--- src/rtl/mem_port_arbiter.sv ---
// rtl/mem_port_arbiter.sv - shares one multi-cycle memory port between fetch (IF) and load/store (DM)
// Optional ARB_ROUND_ROBIN_EN: alternate the winner on simultaneous requests instead of DM-first.
module mem_port_arbiter #(
    parameter int ADDR_W = 8,
    parameter int DATA_W = 32,
    parameter int LAT    = 2
) (
    input  logic              clk,
    input  logic              rst,
    input  logic              if_req,
    input  logic [ADDR_W-1:0] if_addr,
    output logic              if_ack,
    output logic [DATA_W-1:0] if_rdata,
    input  logic              dm_req,
    input  logic              dm_we,
    input  logic [2:0]        dm_funct3,
    input  logic [ADDR_W-1:0] dm_addr,
    input  logic [DATA_W-1:0] dm_wdata,
    output logic              dm_ack,
    output logic [DATA_W-1:0] dm_rdata,
    output logic              mem_en,
    output logic              mem_we,
    output logic [2:0]        mem_funct3,
    output logic [ADDR_W-1:0] mem_addr,
    output logic [DATA_W-1:0] mem_wdata,
    input  logic [DATA_W-1:0] mem_rdata,
    output logic              busy,
    output logic [1:0]        grant
);

    typedef enum logic [1:0] {IDLE, ISSUE, WAIT, RESP} state_t;

    localparam logic [2:0] CNT_INIT = 3'(LAT - 1);

    state_t            state;
    logic [2:0]        cnt;
    logic              owner_dm;
    logic              we_q;
    logic [2:0]        funct3_q;
    logic [ADDR_W-1:0] addr_q;
    logic [DATA_W-1:0] wdata_q;
    logic [DATA_W-1:0] rdata_q;
    logic              pick_dm;
    logic              accept;

    // The ack cycle is spent in IDLE without sampling: the requester still holds req then.
    assign accept = (state == IDLE) && (if_req || dm_req) && !(if_ack || dm_ack);

`ifdef ARB_ROUND_ROBIN_EN
    logic last_dm;

    always_comb begin
        pick_dm = (if_req && dm_req) ? ~last_dm : dm_req;
    end

    always_ff @(posedge clk) begin
        if (rst) begin
            last_dm <= 1'b0;
        end else if (accept) begin
            last_dm <= pick_dm;
        end
    end
`else
    always_comb begin
        pick_dm = dm_req;
    end
`endif

    assign mem_en     = ((state == ISSUE) || (state == WAIT)) && !rst;
    assign mem_we     = (state == ISSUE) && we_q && !rst;
    assign mem_funct3 = funct3_q;
    assign mem_addr   = addr_q;
    assign mem_wdata  = wdata_q;
    assign busy       = (state != IDLE);

    always_ff @(posedge clk) begin
        if (rst) begin
            state    <= IDLE;
            cnt      <= 3'd0;
            owner_dm <= 1'b0;
            we_q     <= 1'b0;
            funct3_q <= 3'd0;
            addr_q   <= '0;
            wdata_q  <= '0;
            rdata_q  <= '0;
            grant    <= 2'b00;
            if_ack   <= 1'b0;
            dm_ack   <= 1'b0;
            if_rdata <= '0;
            dm_rdata <= '0;
        end else begin
            if_ack <= 1'b0;
            dm_ack <= 1'b0;
            case (state)
                IDLE: begin
                    if (accept) begin
                        owner_dm <= pick_dm;
                        grant    <= pick_dm ? 2'b10 : 2'b01;
                        addr_q   <= pick_dm ? dm_addr : if_addr;
                        we_q     <= pick_dm && dm_we;
                        funct3_q <= pick_dm ? dm_funct3 : 3'b010;
                        wdata_q  <= pick_dm ? dm_wdata : '0;
                        state    <= ISSUE;
                    end
                end
                ISSUE: begin
                    cnt <= CNT_INIT;
                    if (LAT == 1) begin
                        rdata_q <= mem_rdata;
                        state   <= RESP;
                    end else begin
                        state <= WAIT;
                    end
                end
                WAIT: begin
                    cnt <= cnt - 3'd1;
                    if (cnt == 3'd1) begin
                        rdata_q <= mem_rdata;
                        state   <= RESP;
                    end
                end
                RESP: begin
                    if (owner_dm) begin
                        dm_ack   <= 1'b1;
                        dm_rdata <= rdata_q;
                    end else begin
                        if_ack   <= 1'b1;
                        if_rdata <= rdata_q;
                    end
                    grant <= 2'b00;
                    state <= IDLE;
                end
                default: state <= IDLE;
            endcase
        end
    end

endmodule

--- config.mk ---
export PLATFORM = sky130hd
export DESIGN_NAME = mem_port_arbiter
export DESIGN_NICKNAME = d
export VERILOG_FILES = /design/src/rtl/mem_port_arbiter.sv
export SDC_FILE = /design/constraint.sdc
export NUM_CORES = 1
export LEC_CHECK = 0
export BUFFER_PORTS_ARGS = -buffer_cell sky130_fd_sc_hd__buf_2
export CAP_MARGIN = 20
export CORE_MARGIN = 5
export CORE_UTILIZATION = 30
export DETAILED_ROUTE_END_ITERATION = 7
export GPL_TIMING_DRIVEN = 1
export HOLD_SLACK_MARGIN = 0.15
export PLACE_DENSITY = 0.61
export REMOVE_ABC_BUFFERS = 1
export SLEW_MARGIN = 5
export SYNTH_ARGS = -nofsm -noshare
export SYNTH_HDL_FRONTEND = slang
export SYNTH_SLANG_ARGS = --single-unit
export TNS_END_PERCENT = 30
--- constraint.sdc ---
create_clock -name clk -period 4.7 [get_ports clk]
set_clock_uncertainty 0.2 [all_clocks]
set_input_delay 1.175 -clock clk [delete_from_list [all_inputs] [get_ports clk]]
set_output_delay 1.175 -clock clk [all_outputs]
set_load 0.1 [all_outputs]
### Word level (Yosys, flattened, before mapping)

Index checks and enable logic that the tools add are counted.

* $add $sub $neg: 1
* equality and inequality tests: 6
* mux-type cells: 12
* bitwise operators: 2
* reduce and logical (&&, ||, !) cells: 22

Operators by type and width (count)
* two-way mux 32 bit: 1
* AND reduction 2 bit: 6
* two-way mux 2 bit: 4
* two-way mux 8 bit: 1
* one-hot mux 2 bit (4 select lines): 1
* logical AND 1 bit: 6
* one-hot mux 3 bit (2 select lines): 1
* nonzero test 2 bit: 3
* == test 2 bit, second input constant: 2
* one-hot mux 2 bit (2 select lines): 1
* == test 3 x 1 -> 1 bit, second input constant: 1
* logical OR 1 bit: 3
* two-way mux 3 bit: 1
* subtractor 3 x 1 -> 3 bit, second input constant: 1
* == test 2 x 1 -> 1 bit, second input constant: 1
* logical NOT 1 bit: 2
* logical NOT 2 bit: 1
* two-way mux 1 bit: 2
* inequality test 2 x 1 -> 1 bit, second input constant: 1
* inequality test 2 bit, second input constant: 1
* NOT 1 bit: 2
* OR reduction 2 bit: 1

* bits in registers: 150
* input bits: 88
* output and inout bits: 114
* logic and storage cells: 56

### Longest topological paths before layout

Gate-level depths: netlist (run 1).

* depth in word-level cells: 5
* depth in mapped cells: 9
* gate-level depth less buffers: 6

### Worst setup path before layout (run 1)

No wires, ideal clock.

* path type: input -> output
* start: in rst
* end: out mem_en
* data arrival time: 2.865 ns
* required time: 3.325 ns
* path slack: 0.460 ns
* cell stages on the path: 3
* path buffers: 2
* cell sequence: clkbuf_1 > clkbuf_1 > nor2b_1

* word-level cells in the longest chain between the ends: 2

Ends and longest elaborated chain
* start: declaration: line 9 `input logic rst,`
* logical NOT 1 bit: line 69 `assign mem_en = ((state == ISSUE) || (state == WAIT)) && !rst;`
* logical AND 1 bit: line 69
* end: declaration: line 21 `output logic mem_en,`

No other way between the ends.

### Worst setup path after layout (run 1)

* start: reg state[0]
* end: out mem_en

* word-level cells in the longest chain between the ends: 3
* elaborated cells on any way between the ends: 4
* those cells by class: eq/ne (2); reduce/logical (2)

Ends and longest elaborated chain
* start: declaration: line 35 `state_t state;`
* start signal: assignment: line 78 `state <= IDLE;`
* start signal: assignment: line 103 `state <= ISSUE;`
* start signal: assignment: line 110 `state <= RESP;`
* == test 2 x 1 -> 1 bit / == test 2 bit (equally long branches): line 69
* logical OR 1 bit *: line 69
* logical AND 1 bit *: line 69

Mark *: on every way between the ends. The rest lies on a longest branch, timed or not.

==> results of run 1 <==
==> critical path, delay by kind of cell (launching register included) <==
family | cells | cell delay [ns]
adder cells (fa/ha/maj) | 1 | 0.41
flip-flops | 1 | 0.38
AND/OR/NAND/NOR | 1 | 0.18
buffers and inverters | 2 | 0.54
==> cells by family (layout without fill, tap and decap cells) <==
family / after synthesis / in the layout
buffers and inverters: 60 / 249
flip-flops: 150 / 150
adder cells (fa/ha/maj): 7 / 7
AND/OR/NAND/NOR: 302 / 302
AO/OA/AOI/OAI: 152 / 152
multiplexers: 8 / 8
==> area by class of cell <==
class,count,share of cell area [%]
inverters,7,0.364
flip-flops and latches,150,41.6
clock buffers,21,6.65
clock inverters,11,2.03
well taps,229,3.97
repair buffers,210,14.9
multi-input cells,469,30.5
==> registers in the layout, summed over array words and instances (netlist names), 2 cells and up <==
name	count
cnt	3
dm_rdata	32
grant	2
if_rdata	32
mem_addr	8
mem_funct3	3
mem_wdata	32
rdata_q	32
state	2
==> where the power goes <==
| group | switching [uW] | internal [uW] |
|---|---|---|
| combinational | 1070 | 250 |
| clock | 521 | 893 |
| sequential | 63.3 | 1390 |
==> cells in the final DEF, fill, tap and decap left out, drive strengths merged <==
cell type,count
a211oi,9
a21o,1
a21oi,136
a32oi,1
and2,1
buf,210
bufinv,3
clkbuf,21
clkinv,5
clkinvlp,2
dfxtp,150
ha,7
inv,8
mux2i,8
nand2,234
nand2b,1
nand3,39
nand3b,1
nor2,16
nor2b,4
nor3,2
nor3b,1
nor4,1
o21ai,3
o22ai,1
o31ai,1
or3,1
or4,1
==> path summary, 6_finish.rpt <==
| kind | depth (start not counted) | startpoint | end | slack (ns) |
|---|---|---|---|---|
| setup / recovery | 4 | state[0] | mem_en | 1.41 |
| hold / removal | 2 | mem_wdata[17] | mem_wdata[17] | 0.25 |
| setup reg to reg | 7 | state[0] | rdata_q[4] | 2.28 |
| hold reg to reg | 2 | mem_wdata[17] | mem_wdata[17] | 0.25 |
==> metal layers <==
layer	global-route usage, %	share of wire [%]	up-vias
met2	25.8	50	86
met5	0	0	-
li1	-	-	2585
met1	19.5	45	2312
met3	3.70	4.1	12
met4	4.32	1.3	0
==> per-stage QoR <==
| step | area (um2) | setup WS [ns] |
|---|---|---|
| after global routing | 7230 | 1.28 |
| after global placement | 6600 | 1.40 |
| after floorplan | 5220 | 0.815 |
| after detailed placement | 6600 | 1.43 |
| final | 7230 | 1.41 |
| after CTS | 7230 | 1.35 |
==> impl_metrics.py, run 1 <==
metrics = {
    "clocking": {
        "cts_root_buf": "clkbuf_16",
        "insertion_delay_ns": 0.41,
        "cts_hold_buf": 0,
        "post-cts-setup-buffers": 0,
        "cts.sinks": 150,
        "cts_tree": "done",
        "htreeDepth": 4,
        "clk_pin_slew_ns": 0.06,
        "cts_buffer_depth": 2,
        "cts_resized": 0,
        "numCtsBuffers": 17,
    },
    "floorplanning": {
        "initial_core_util_pct": 30.3,
        "boundaryPins": 202,
        "rows": 49,
        "die_y_um": 144,
        "core_area_um2": 17900,
        "fp.dieArea_um2": 20900,
        "die_x_um": 144,
    },
    "yosys": {
        "yosys.cell_count.top_type": "nand2_1",
        "syn_avg_cell_area_um2": 7.99,
        "synth_area_leaders": "dfxtp_1, nand2_1, a21oi_1, nand3_1, clkbuf_1",
        "synth.distinct_cells": 27,
        "ys.flop_type": "dfxtp_1",
        "synth_top_family_by_area": "simple AND/OR/NAND/NOR gates",
        "synth-async-reset-ratio_pct": 0,
        "synth_compound_area_share_pct": 14.6,
        "muxShareOfSynthArea_pct": 1.48,
        "netlist_top_cells_count": "nand2_1, dfxtp_1, a21oi_1",
        "synth_edf_count": 0,
        "synthXorXnorAreaFrac_pct": 0,
        "netlist_area_um2": 5420,
        "synth-simple-area-share_pct": 22.7,
        "synthCells": 679,
        "yosys.area.top_type_share_pct": 55.4,
        "ys_seq_elements": 150,
        "ys_seq_area_share_pct": 55.4,
        "yosys_warnings": 0,
        "yosysTopAreaCell": "dfxtp_1",
        "yosys.area_share.adder_pct": 1.61,
    },
    "worst_setup_path": {
        "cpPeakStageDelay_ns": 0.44,
        "critical-path-slowest-cell": "buf_2",
        "critPathMaxFanout": 8,
        "critical_path_arrival_ns": 1.92,
        "crit_type": "register to primary output",
        "worstPathRequired_ns": 3.32,
        "crit_chain": "inv_1, ha_1, nor2b_1, buf_2",
        "endpoint_kind": "primary output",
        "worstSetupStartpointType": "register",
    },
    "global_route": {
        "grt_util_all_layers_pct": 15.3,
        "grt_max_degree": 80,
        "grt_pass1_wl_mm": 24.8,
        "antenna_found_initial": 0,
        "overflow": 0,
        "grt_pass1_vias": 4588,
    },
    "cells_and_area": {
        "multi_input_area_um2": 2210,
        "fillers": 1924,
        "nNetsFinal": 950,
        "drive_above_1_share_pct": 28.5,
        "regArea_um2": 3000,
        "finish.utilization_pct": 40.4,
        "syn2layout_area_growth_pct": 33.2,
        "diodes": 0,
        "final_cells": 1097,
    },
    "placed_design": {
        "hpwlAfterDp_mm": 10.8,
        "io_buffers": 201,
        "placedCellCount": 1065,
        "place.gp.congestion": 0.806,
    },
    "routing": {
        "drt_iter0_drc": 264,
        "routed_wl_mm": 16.2,
        "routedWlPerCell_um": 14.8,
        "vias_per_cell": 4.55,
        "ant_nets": 0,
        "drc_errors": 0,
        "via_count": 4995,
        "drt_pre_antenna_iters": 4,
    },
    "sta": {
        "fmax_ghz": 0.304,
        "maxSlewHeadroom_pct": 38.3,
        "hold_ws_ns": 0.248,
        "slew_violations": 0,
        "hold_violations": 0,
        "rsz0062_at_grt": "false",
        "final-setup-viol-count": 0,
        "finalCritPeriodShare_pct": 70.0,
        "layout_min_cycle_time_ns": 3.29,
        "tightestPinTransition_ns": 0.924,
        "setup-tns-final_ns": 0,
    },
    "power_and_ir_drop": {
        "ir_drop_uv": 391,
        "power.density_nw_per_um2": 579,
        "p_leak_uw": 0.00303,
        "power_uw": 4180,
    },
    "job": {
        "maxCapViolCount": 0,
    },
    "run_status": {
        "status": "complete, no violations",
    },
    "hold_path": {
        "hold_path.class": "register to register",
    },
}
No activity file was read; power rests on OpenSTA's default activity.
==> run 2: changes to the inputs <==
--- a/config.mk
+++ b/config.mk
@@ -5,6 +5,7 @@
 export SDC_FILE = /design/constraint.sdc
 export NUM_CORES = 1
 export LEC_CHECK = 0
+export ABC_AREA = 1
 export BUFFER_PORTS_ARGS = -buffer_cell sky130_fd_sc_hd__buf_2
 export CAP_MARGIN = 20
 export CORE_MARGIN = 5
==> constraint.sdc (replaced) <==
create_clock -name clk -period 3.2 [get_ports clk]
set_clock_uncertainty 0.2 [all_clocks]
set_input_delay 0.8 -clock clk [delete_from_list [all_inputs] [get_ports clk]]
set_output_delay 0.8 -clock clk [all_outputs]
set_load 0.1 [all_outputs]
==> impl_metrics.py, run 2 <==
metrics = {
    "run_status": {
        "status": "complete, no violations",
    },
    "sta": {
        "tightestPinTransition_ns": 0.631,
        "hold_violations": 0,
        "final-setup-viol-count": 0,
        "fmax_ghz": 0.347,
        "slew_violations": 0,
        "rsz0062_at_grt": "false",
        "layout_min_cycle_time_ns": 2.88,
        "finalCritPeriodShare_pct": 89.9,
        "fin_ws_ns": 0.322,
        "maxSlewHeadroom_pct": 58.0,
        "setup-tns-final_ns": 0,
    },
    "power_and_ir_drop": {
        "p_leak_uw": 0.00322,
        "ir_drop_uv": 480,
        "power_uw": 7030,
        "power.density_nw_per_um2": 984,
    },
    "hold_path": {
        "hold_path.class": "register to register",
        "hp-start": "mem_wdata[7]",
        "hold_depth": 2,
        "min_to": "mem_wdata[7]",
    },
    "worst_setup_path": {
        "cpPeakStageDelay_ns": 0.42,
        "r2r_start": "state[0]",
        "critical-path-slowest-cell": "buf_2",
        "endpoint_kind": "primary output",
        "ff2ff_path_depth": 6,
        "critPathMaxFanout": 5,
        "rrSetupSlack_ns": 1.15,
        "critical_path_arrival_ns": 1.88,
        "crit_type": "register to primary output",
        "timing.rr.end": "if_rdata[14]",
        "worstSetupStartpointType": "register",
        "crit_family": "buffers and inverters",
        "crit_chain": "inv_1, ha_1, inv_1, nor2_1, buf_2",
        "worstPathRequired_ns": 2.20,
        "cpMostUsedCell": "inv_1",
        "worst-path-buf-inv": 3,
    },
    "cells_and_area": {
        "final_common_cell": "buf_2",
        "regArea_um2": 3000,
        "drive_above_1_share_pct": 29.8,
        "syn2layout_area_growth_pct": 30.8,
        "final_cell_mix": "buf_2, dfxtp_1, a21oi_1",
        "multi_input_area_um2": 2010,
        "nNetsFinal": 917,
        "diodes": 0,
        "finish.utilization_pct": 39.8,
        "fillers": 1820,
    },
    "floorplanning": {
        "rows": 49,
        "core_area_um2": 18000,
        "die_y_um": 145,
        "die_x_um": 145,
        "fp.dieArea_um2": 21000,
        "boundaryPins": 202,
        "initial_core_util_pct": 30.4,
    },
    "yosys": {
        "ys.flop_type": "dfxtp_1",
        "netlist_area_um2": 5460,
        "synth-async-reset-ratio_pct": 0,
        "yosysTopAreaCell": "dfxtp_1",
        "yosys_warnings": 0,
        "synth.distinct_cells": 24,
        "netlist_top_cells_count": "dfxtp_1, a21oi_1, o21ai_0",
        "syn_avg_cell_area_um2": 8.51,
        "yosys.area.top_type_share_pct": 55.0,
        "ys_seq_elements": 150,
        "yosys.cell_count.top_type": "dfxtp_1",
        "ys_seq_area_share_pct": 55.0,
        "synthCells": 642,
        "synth_edf_count": 0,
        "synth_area_leaders": "dfxtp_1, a21oi_1, o21ai_0, nand2_1, nand4_1",
    },
    "global_route": {
        "grt_max_degree": 74,
        "grt_pass1_wl_mm": 25.1,
        "antenna_found_initial": 3,
        "grt_pass1_vias": 4625,
        "grt_util_all_layers_pct": 14.3,
        "overflow": 0,
    },
    "clocking": {
        "post-cts-setup-buffers": 0,
        "numCtsBuffers": 17,
        "insertion_delay_ns": 0.41,
        "cts_tree": "done",
        "cts_buffer_depth": 2,
        "cts_resized": 0,
        "cts_root_buf": "clkbuf_16",
        "cts.sinks": 150,
        "cts_hold_buf": 0,
        "clk_pin_slew_ns": 0.06,
        "htreeDepth": 4,
    },
    "routing": {
        "via_count": 4914,
        "routedWlPerCell_um": 14.5,
        "drc_errors": 0,
        "routed_wl_mm": 15.4,
        "drt_iter0_drc": 229,
        "vias_per_cell": 4.62,
        "drt_pre_antenna_iters": 4,
        "ant_nets": 0,
    },
    "placed_design": {
        "place.gp.congestion": 0.754,
        "dp_slack_ns": 0.688,
        "io_buffers": 201,
        "hpwlAfterDp_mm": 10.2,
    },
    "job": {
        "maxCapViolCount": 0,
    },
}
[run 2: cell types whose count changed after synthesis, moves of 16 or more]
cell	previous run	this run
nand2_1	234	67
inv_1	6	54
nand4_1	0	36
nand3_1	39	5
clkbuf_1	49	33
o21ai_0	3	99
[run 2: layout make-up]
| type | count | area share (%) |
|---|---|---|
| tap | 229 | 4.01 |
| inverter | 57 | 3.00 |
| multi-input combinational | 384 | 28.2 |
| clock inverter | 10 | 1.03 |
| timing repair buffer | 212 | 15.2 |
| sequential | 150 | 42.0 |
| clock buffer | 22 | 6.50 |
[run 2: power breakdown]
group | switching, uW | total [uW] | internal [uW] | leakage (uW)
Clock | 785 | 1820 | 1040 | 0.000249
Sequential | 136 | 2320 | 2180 | 0.00122
Combinational | 2410 | 2890 | 474 | 0.00175
[run 2: worst max path at each step]
stage	from	to	slack, ns	cells past startpoint
final	state[0]	mem_en	0.32	5
after global routing	state[0]	mem_en	0.21	5
after CTS	state[0]	mem_en	0.30	5
after detailed placement	rst	cnt[2]	0.69	6
after global placement	rst	cnt[2]	0.72	6
after floorplan	state[0]	mem_en	0.10	4
[run 2: worst register-to-register path: stages (launching register included)]
cell and delay [ns]:
dfxtp_1 0.39, ha_1 0.24, nand2_1 0.10, inv_2 0.44, buf_4 0.33, o21ai_0 0.10
a21oi_1 0.17
[run 2: routing by layer]
layer	global-route usage [%]	up-vias	share of wire, %
met5	0	-	0.27
met4	2.82	6	0.70
met3	7.39	15	11
met2	21.0	199	42
met1	19.0	2154	46
li1	-	2540	-
[run 2: cell families after synthesis]
group	after synthesis	synth area share, %
flip-flops	150	55.0
multiplexers	8	1.47
buffers and inverters	108	8.23
AND/OR/NAND/NOR	123	11.1
adder cells (fa/ha/maj)	7	1.60
AO/OA/AOI/OAI	246	22.6
[run 2: per-stage QoR]
step | area, um2 | instances | hold slack, ns
final | 7140 | 1064 | 0.263
after global routing | 7140 | 1064 | 0.276
after CTS | 7140 | 1064 | 0.263
after detailed placement | 6610 | 1032 | 0.253
after global placement | 6610 | 1032 | 0.249
after floorplan | 5230 | 591 | 0.238
==> run 3: changes to the inputs <==
--- a/config.mk
+++ b/config.mk
@@ -8,6 +8,7 @@
 export ABC_AREA = 1
 export BUFFER_PORTS_ARGS = -buffer_cell sky130_fd_sc_hd__buf_2
 export CAP_MARGIN = 20
+export CORE_ASPECT_RATIO = 1.5
 export CORE_MARGIN = 5
 export CORE_UTILIZATION = 30
 export DETAILED_ROUTE_END_ITERATION = 7
==> constraint.sdc (replaced) <==
create_clock -name clk -period 3 [get_ports clk]
set_clock_uncertainty 0.2 [all_clocks]
set_input_delay 0.75 -clock clk [delete_from_list [all_inputs] [get_ports clk]]
set_output_delay 0.75 -clock clk [all_outputs]
set_load 0.1 [all_outputs]
==> impl_metrics.py, run 3 (synthesis gave the netlist of run 2 again) <==
metrics = {
    "floorplanning": {
        "die_x_um": 120,
        "fp.dieArea_um2": 21100,
        "core_area_um2": 17900,
        "boundaryPins": 202,
        "initial_core_util_pct": 30.4,
        "die_y_um": 175,
        "rows": 60,
    },
    "worst_setup_path": {
        "critical_path_arrival_ns": 1.82,
        "crit_type": "register to primary output",
        "worstPathRequired_ns": 2.05,
        "endpoint_kind": "primary output",
        "worstSetupStartpointType": "register",
        "r2r_start": "state[0]",
        "critical-path-slowest-cell": "dfxtp_1",
        "cpPeakStageDelay_ns": 0.39,
        "timing.rr.end": "rdata_q[25]",
        "critPathMaxFanout": 5,
        "crit_chain": "inv_1, ha_1, inv_1, nor2_1, clkbuf_4",
        "ff2ff_path_depth": 6,
        "rrSetupSlack_ns": 0.77,
        "cpMostUsedCell": "inv_1",
    },
    "hold_path": {
        "hp-start": "mem_wdata[19]",
        "hold_path.class": "register to register",
        "hold_depth": 2,
        "min_to": "mem_wdata[19]",
    },
    "power_and_ir_drop": {
        "power.density_nw_per_um2": 1060,
        "ir_drop_uv": 392,
        "p_leak_uw": 0.00327,
    },
    "global_route": {
        "antenna_found_initial": 2,
        "overflow": 0,
        "grt_util_all_layers_pct": 14.1,
        "grt_pass1_wl_mm": 24.0,
        "grt_max_degree": 69,
        "grt_pass1_vias": 4623,
    },
    "routing": {
        "via_count": 4992,
        "vias_per_cell": 4.75,
        "ant_nets": 0,
        "drt_iter0_drc": 263,
        "drc_errors": 0,
        "routed_wl_mm": 15.2,
        "drt_pre_antenna_iters": 6,
        "routedWlPerCell_um": 14.5,
    },
    "cells_and_area": {
        "finish.utilization_pct": 40.2,
        "fillers": 1857,
        "drive_above_1_share_pct": 29.9,
        "final_cell_mix": "buf_2, dfxtp_1, a21oi_1",
        "nNetsFinal": 918,
        "diodes": 0,
        "final_common_cell": "buf_2",
        "syn2layout_area_growth_pct": 32.1,
    },
    "clocking": {
        "clk_pin_slew_ns": 0.06,
        "cts_buffer_depth": 2,
        "cts_hold_buf": 0,
        "numCtsBuffers": 17,
        "insertion_delay_ns": 0.40,
        "cts_root_buf": "clkbuf_16",
        "htreeDepth": 4,
        "cts_tree": "done",
        "cts.sinks": 150,
    },
    "sta": {
        "slew_violations": 0,
        "fin_ws_ns": 0.227,
        "fmax_ghz": 0.361,
        "layout_min_cycle_time_ns": 2.77,
        "hold_violations": 0,
        "final-setup-viol-count": 0,
        "rsz0062_at_grt": "false",
        "tightestPinTransition_ns": 0.711,
        "maxSlewHeadroom_pct": 52.5,
        "finalCritPeriodShare_pct": 92.4,
    },
    "placed_design": {
        "io_buffers": 201,
        "dp_slack_ns": 0.543,
        "place.gp.congestion": 0.706,
        "hpwlAfterDp_mm": 10.5,
    },
    "job": {
        "maxCapViolCount": 0,
    },
    "run_status": {
        "status": "complete, no violations",
    },
}
## run 3: changes by cell type in the layout (fill, tap and decap cells not counted)
cell / before / now
clkbuf_8: 2 / 1
clkinv_1: 2 / 1
clkinv_2: 2 / 3
clkbuf_4: 0 / 1
buf_2: 201 / 200
buf_4: 11 / 9
clkinv_4: 1 / 2
clkinvlp_4: 5 / 1
buf_12: 0 / 3
clkbuf_1: 3 / 2
inv_6: 2 / 0
inv_2: 2 / 3
bufinv_16: 0 / 3
## run 3: worst max path at each step
stage | from | end | slack [ns] | depth (start not counted)
after floorplan | state[0] | mem_en | -0.05 | 4
final | state[0] | mem_en | 0.23 | 5
after global placement | rst | mem_we | 0.56 | 3
after CTS | state[0] | mem_en | 0.08 | 5
after global routing | state[0] | mem_en | 0.08 | 5
after detailed placement | state[0] | mem_en | 0.54 | 5
## run 3: cell type report
cell class / instances / area, um2 / share of cell area, %
timing repair buffer: 213 / 1140 / 15.7
sequential: 150 / 3000 / 41.6
clock buffer: 20 / 447 / 6.19
tap: 217 / 272 / 3.76
inverter: 57 / 214 / 2.97
clock inverter: 9 / 130 / 1.80
multi-input combinational: 384 / 2010 / 27.9
## run 3: worst max-delay path: cells and delay by family (launching register included)
| family | cells | cell delay [ns] |
|---|---|---|
| DFF | 1 | 0.39 |
| buffers and inverters | 3 | 0.55 |
| and+or+nand+nor | 1 | 0.13 |
| adders and majority gates | 1 | 0.35 |
## run 3: timing repair
action,CTS,global route
setup buffers,0,0
gates resized for setup,0,1
endpoints found under the setup margin,0,1
## run 3: where the power goes
group          switching [uW]  internal, uW  total, uW
Clock                     778          1310       2090
Sequential                140          2330       2470
Combinational            2570           525       3100
## run 3: per-layer routing
metal / global-route usage (%) / part of all wire, % / wire [um] / vias up
met5: 0 / 0.15 / 23 / -
met4: 4.30 / 0.76 / 116 / 4
met3: 5.15 / 8.7 / 1320 / 10
met2: 24.1 / 49 / 7400 / 180
met1: 16.4 / 42 / 6330 / 2253
li1: - / - / - / 2545
## run 3: stage by stage
stage / instance area, um2 / hold WS [ns] / power, uW / cells / TNS, ns
floorplan: 5230 / 0.238 / 4990 / 591 / -0.0457
global placement: 6640 / 0.249 / 5610 / 1021 / 0
detailed placement: 6640 / 0.253 / 5630 / 1021 / 0
CTS: 7210 / 0.262 / 7770 / 1050 / 0
global route: 7210 / 0.280 / 8070 / 1050 / 0
finish: 7210 / 0.261 / 7660 / 1050 / 0
